`src/rtl/serializer_pkg.sv`:
```
// Shared types and helpers for the parallel-to-serial shifter.
package serializer_pkg;

    // Three-state control FSM; encoding is fixed so other blocks can decode it.
    typedef enum logic [1:0] {
        IDLE  = 2'b00,
        SHIFT = 2'b01,
        DONE  = 2'b10
    } state_e;

    // Bit-counter width for a W-bit word, never narrower than one bit.
    function automatic int cnt_width(input int w);
        int cw;
        cw = $clog2(w);
        return (cw < 1) ? 1 : cw;
    endfunction

endpackage

```
`src/rtl/bit_cnt.sv`:
```
// Bit counter for the serializer: synchronous clear wins over increment.
module bit_cnt #(
    parameter int CW = 3
) (
    input  logic          clk,
    input  logic          rst,
    input  logic          clr,
    input  logic          inc,
    output logic [CW-1:0] count
);

    logic [CW-1:0] count_q;
    logic [CW-1:0] count_d;

    // Next count: clear, step or hold.
    always_comb begin
        count_d = count_q;
        if (clr) begin
            count_d = '0;
        end else if (inc) begin
            count_d = count_q + 1'b1;
        end
    end

    // Counter register, cleared asynchronously on reset.
    always_ff @(posedge clk or negedge rst) begin
        if (!rst) begin
            count_q <= '0;
        end else begin
            count_q <= count_d;
        end
    end

    assign count = count_q;

endmodule

```
`src/rtl/reg_serializer.sv`:
```
// Parallel-load, LSB-first serializer with valid/ready output handshake.
module reg_serializer
    import serializer_pkg::*;
#(
    parameter int W = 5
) (
    input  logic         clk,
    input  logic         rst,
    input  logic         load,
    input  logic [W-1:0] D,
    output logic         ready,
    output logic         sdata,
    output logic         svalid,
    input  logic         sready,
    output logic         done
);

    localparam int CW = cnt_width(W);
    localparam logic [CW-1:0] LAST = CW'(W - 1);

    state_e        state_q, state_d;
    logic [W-1:0]  sreg_q, sreg_d;
    logic [CW-1:0] count;
    logic          cnt_clr;
    logic          cnt_inc;

    bit_cnt #(.CW(CW)) u_bit_cnt (
        .clk   (clk),
        .rst   (rst),
        .clr   (cnt_clr),
        .inc   (cnt_inc),
        .count (count)
    );

    // Next-state, shift-register and counter control; load is only seen in IDLE.
    always_comb begin
        state_d = state_q;
        sreg_d  = sreg_q;
        cnt_clr = 1'b0;
        cnt_inc = 1'b0;
        unique case (state_q)
            IDLE: begin
                if (load) begin
                    sreg_d  = D;
                    cnt_clr = 1'b1;
                    state_d = SHIFT;
                end
            end
            SHIFT: begin
                if (sready) begin
                    sreg_d = sreg_q >> 1;
                    if (count == LAST) begin
                        // Last bit leaves: park the counter at zero instead of wrapping.
                        cnt_clr = 1'b1;
                        state_d = DONE;
                    end else begin
                        cnt_inc = 1'b1;
                    end
                end
            end
            DONE: begin
                state_d = IDLE;
            end
            default: begin
                state_d = IDLE;
            end
        endcase
    end

    // State and shift register.
    always_ff @(posedge clk or negedge rst) begin
        if (!rst) begin
            state_q <= IDLE;
            sreg_q  <= '0;
        end else begin
            state_q <= state_d;
            sreg_q  <= sreg_d;
        end
    end

    // Outputs decode from registered state only, so none is combinational from inputs.
    assign ready  = (state_q == IDLE);
    assign svalid = (state_q == SHIFT);
    assign done   = (state_q == DONE);
    assign sdata  = sreg_q[0];

endmodule

```
`config.mk`:
```
export PLATFORM = sky130hd
export DESIGN_NAME = reg_serializer
export DESIGN_NICKNAME = d
export VERILOG_FILES = /design/src/rtl/serializer_pkg.sv /design/src/rtl/bit_cnt.sv /design/src/rtl/reg_serializer.sv
export SDC_FILE = /design/constraint.sdc
export NUM_CORES = 1
export LEC_CHECK = 0
export CORE_AREA = 4 4 41 43
export DETAILED_ROUTE_END_ITERATION = 10
export DIE_AREA = 0 0 45 47
export DONT_BUFFER_PORTS = 1
export GPL_ROUTABILITY_DRIVEN = 0
export GPL_TIMING_DRIVEN = 0
export PLACE_DENSITY_LB_ADDON = 0.08
export SLEW_MARGIN = 20
export SYNTH_ARGS = -nofsm -noshare
export SYNTH_HDL_FRONTEND = slang
export SYNTH_SLANG_ARGS = --single-unit
```
`constraint.sdc`:
```
create_clock -name clk -period 2.8 [get_ports clk]
set_input_delay 0.28 -clock clk [delete_from_list [all_inputs] [get_ports clk]]
set_output_delay 0.28 -clock clk [all_outputs]
set_load 0.05 [all_outputs]
```
* Word-level counts from Yosys, hierarchy flattened *
Cells that the tools add are included.

operators by class
  add/sub/neg operators = 1
  mux-type cells = 16
  eq/ne operators = 6
  reduce and logical (&&, ||, !) cells = 5

operators with widths
  operator                                        number
  2-to-1 mux 5 bit                                2
  one-hot mux 5 bit (2 select lines)              1
  2-to-1 mux 1 bit                                6
  2-to-1 mux 2 bit                                3
  2-to-1 mux 3 bit                                2
  AND reduction 3 bit                             2
  != test 2 x 1 -> 1 bit (second input constant)  2
  one-hot mux 2 bit (2 select lines)              1
  nonzero test 2 bit                              2
  adder 3 x 1 -> 3 bit (second input constant)    1
  == test 3 bit (second input constant)           1
  == test 2 x 1 -> 1 bit (second input constant)  1
  == test 2 bit (second input constant)           1
  logical NOT 2 bit                               1
  != test 2 bit (second input constant)           1
  one-hot mux 1 bit (2 select lines)              1

word-level totals
  register bits after elaboration = 10
  input bits = 9
  output and inout port bits = 4
  logic and storage cells = 31

* Longest topological paths before layout *
  word-level depth = 6
  depth in mapped cells = 5
  gate-level depth less buffers = 5

* Modules after synthesis *
From an unflattened synthesis, not the netlist that was laid out.

second synthesis, totals
  cell total of the unflattened synthesis = 44
  area total of the unflattened synthesis = 520.5 um^2

modules (own cells, without submodules)
  module          sequential area each (um^2)  area each (um^2)  instances  cells each
  reg_serializer  175.2                        384.1             1          33
  bit_cnt         75.1                         136.4             1          11

* Least setup slack after synthesis *
OpenSTA, ideal clock, no wires.

  kind = register to output
  from = register state_q[0]
  to = output port done
  path slack = 1.390 ns
  path buffers = 0
  stages on the path, launching flop included = 2
  arrival time = 1.130 ns
  data required time = 2.520 ns
  cells stage by stage = dfrtp_1 > nor2b_1

on the way
  word-level cells in the longest chain between the ends = 1

ends and longest elaborated chain
  element                   RTL line              RTL
  start: declaration        reg_serializer.sv:21  state_e state_q, state_d;
  start signal: assignment  reg_serializer.sv:76  state_q <= state_d;
  == test 2 bit             reg_serializer.sv:84  assign done = (state_q == DONE);
  end: declaration          reg_serializer.sv:15  output logic done

Every way passes these cells.

* Final worst setup path *
  from = register state_q[1]
  to = output port done

Same word-level chain as after synthesis.

==> impl_metrics.ini <==
[finish]
final_cell_mix = nand2_1 (14), dfrtp_1 (10), nor3_1 (4), a31oi_1 (4)
final_util = 0.4279
antennaDiodeCount = 0
drive_gt1_frac = 0.09836
area_growth_pct = 10.15
layout_commonest_cell = nand2_1
fin_nets = 74
design_area_um2 = 556.8

[worst_setup_path]
crit_chain = nor2b_1
crit_slowest_cell = nor2b_1
path_class = register to primary output
slowest_delay_ns = 0.77
timing.critical_path.buf_inv = 0
reg2reg_from = state_q[1]
ff2ff_setup_slack_ns = 1.24
worstSetupStartpoint = state_q[1]
cp-start-kind = register
cp.required_ns = 2.52
critPathArrivalTime_ns = 1.46
critPathTopFamily = simple AND/OR/NAND/NOR gates
critPathCaptureType = primary output
cp_max_fo = 7

[sta]
skew_ns = 0.006186
worst_pin_slew_ns = 0.9206
setup_viol = 0
whs_ns = 0.1363
tns_ns = 0
fin_crit_ns = 1.743
hold_viol = 0
fmax_mhz = 573.9
drv_slew = 0
rsz0062_at_grt = false
slew_headroom = 0.3850
fin_crit_sh = 0.6224

[status]
status = finished clean

[hold_path]
hp-class = input port to register
hp-start = D[4]

[floorplanning]
die_h_um = 47
io_pins = 13
start_util = 0.3885
core_area_um2 = 1301
dieArea_um2 = 2115
die_x_um = 45
num_rows = 13

[placed_design]
place_hpwl_um = 797.4
place_area_um2 = 524.3
io_buffer_count = 0

[pwr]
pwr-share-seq = 0.442
comb_power_share = 0.409
pwr_density_cell_nw_per_um2 = 1142
ir_worst_vdd_mv = 0.3316
power_frac_clock = 0.149
leakage_nw = 0.2568
p_int_uw = 340.7
switching_share = 0.4641
power_switching_uw = 295.0

[grt]
grt_pass1_wl_um = 1745
grt_max_degree = 11
antenna_found_initial = 0
grt.busiest_layer = met2
grt_usage = 0.1187
grt.met3_usage = 0.06513
grt_pass1_vias = 374
globalRouteMet1Util = 0.1585
grt_overflow = 0
globalRouteMet2Util = 0.1638

[clocking]
cts-root-buf = clkbuf_4
cts_tree = yes
cts_sinks = 10
clockBufferDepth = 2
cts.htree.levels = 1
cts_setup_buffers = 0
clk_latency_ns = 0.26
cts.clk_slew.worst_paths_ns = 0.06
cts_buffers = 3

[logic_synthesis]
netlist_instances = 57
seq_area_frac_synth = 0.4950
syn-cell-area_um2 = 505.5
ys_async_sr_fraction = 1.000
ys_warn_count = 0
syn-mean-instance-area_um2 = 8.868
ys_seq_elements = 10
synth.distinct_cells = 20
syn_nets = 68
synth_flop_cell = dfrtp_1
synth_edf_count = 0

[route]
drtAntennaViolNets = 0
wl_um = 1089
wl_per_cell_um = 14.33
drtPass1Iterations = 4
vias_per_cell = 5.237
drc_errors = 0
drt_iter0_drc = 4
vias = 398

[run]
cap_violations = 0
[layer usage]
metal	wire, um	up-vias
li1	-	203
met1	523	182
met2	480	13
met3	86	0
met4	0	0
met5	0	-
[power by group through the flow]
stage,logic (mW),clock network [mW],registers (mW)
global placement,0.256,0,0.280
finish,0.260,0.0948,0.281
floorplan,0.220,0,0.270
global route,0.297,0.109,0.291
CTS,0.264,0.101,0.281
detailed placement,0.259,0,0.284
[flip-flops by register name, summed over array words and instances (netlist names)]
signal           count
u_bit_cnt.count      3
sreg_q               5
state_q              2
[stage by stage]
stage               total power [mW]  worst slack, ns  cells
finish                        0.6357            1.057     76
global route                  0.6971           0.9822     76
CTS                           0.6456            1.053     76
detailed placement            0.5432            1.245     72
global placement              0.5365            1.286     72
floorplan                     0.4902            1.390     57
[cell families after synthesis]
logic type,Yosys count,share of synthesized area
simple gates,32,0.3193
buf+inv,4,0.03217
flops,10,0.4950
fa+ha+maj,2,0.04950
compound gates,9,0.1040
[synth_stat cells, types with 2 or more instances]
cell | count | area share
a31oi_1 | 4 | 0.049
inv_1 | 3 | 0.022
nor2_1 | 3 | 0.022
nor3_1 | 4 | 0.040
a21oi_1 | 2 | 0.020
nand3_1 | 3 | 0.030
dfrtp_1 | 10 | 0.50
o21ai_1 | 2 | 0.020
nand2_1 | 14 | 0.10
ha_1 | 2 | 0.049
[area by class of cell]
class	count	area, um^2
plain buffers	1	5.005
clock buffers	3	22.52
fillers	136	744.5
inverters	3	11.26
multi-input cells	43	239.0
flip-flops and latches	10	250.2
well taps	15	18.77
repair buffers	1	10.01
[final timing paths]
path | endpoint | depth (start not counted)
max in group asynchronous | sreg_q[3] | 1
setup / recovery | done | 1
hold / removal | sreg_q[4] | 2
setup reg to reg | sreg_q[0] | 4
min in group asynchronous | sreg_q[0] | 1
hold reg to reg | u_bit_cnt.count[2] | 1
[timing repair]
item | in CTS | in global routing
hold endpoints to repair | 10 | 0
resized for setup | 0 | 0
hold buffers | 1 | 0
No activity file was read; power rests on OpenSTA's default activity.
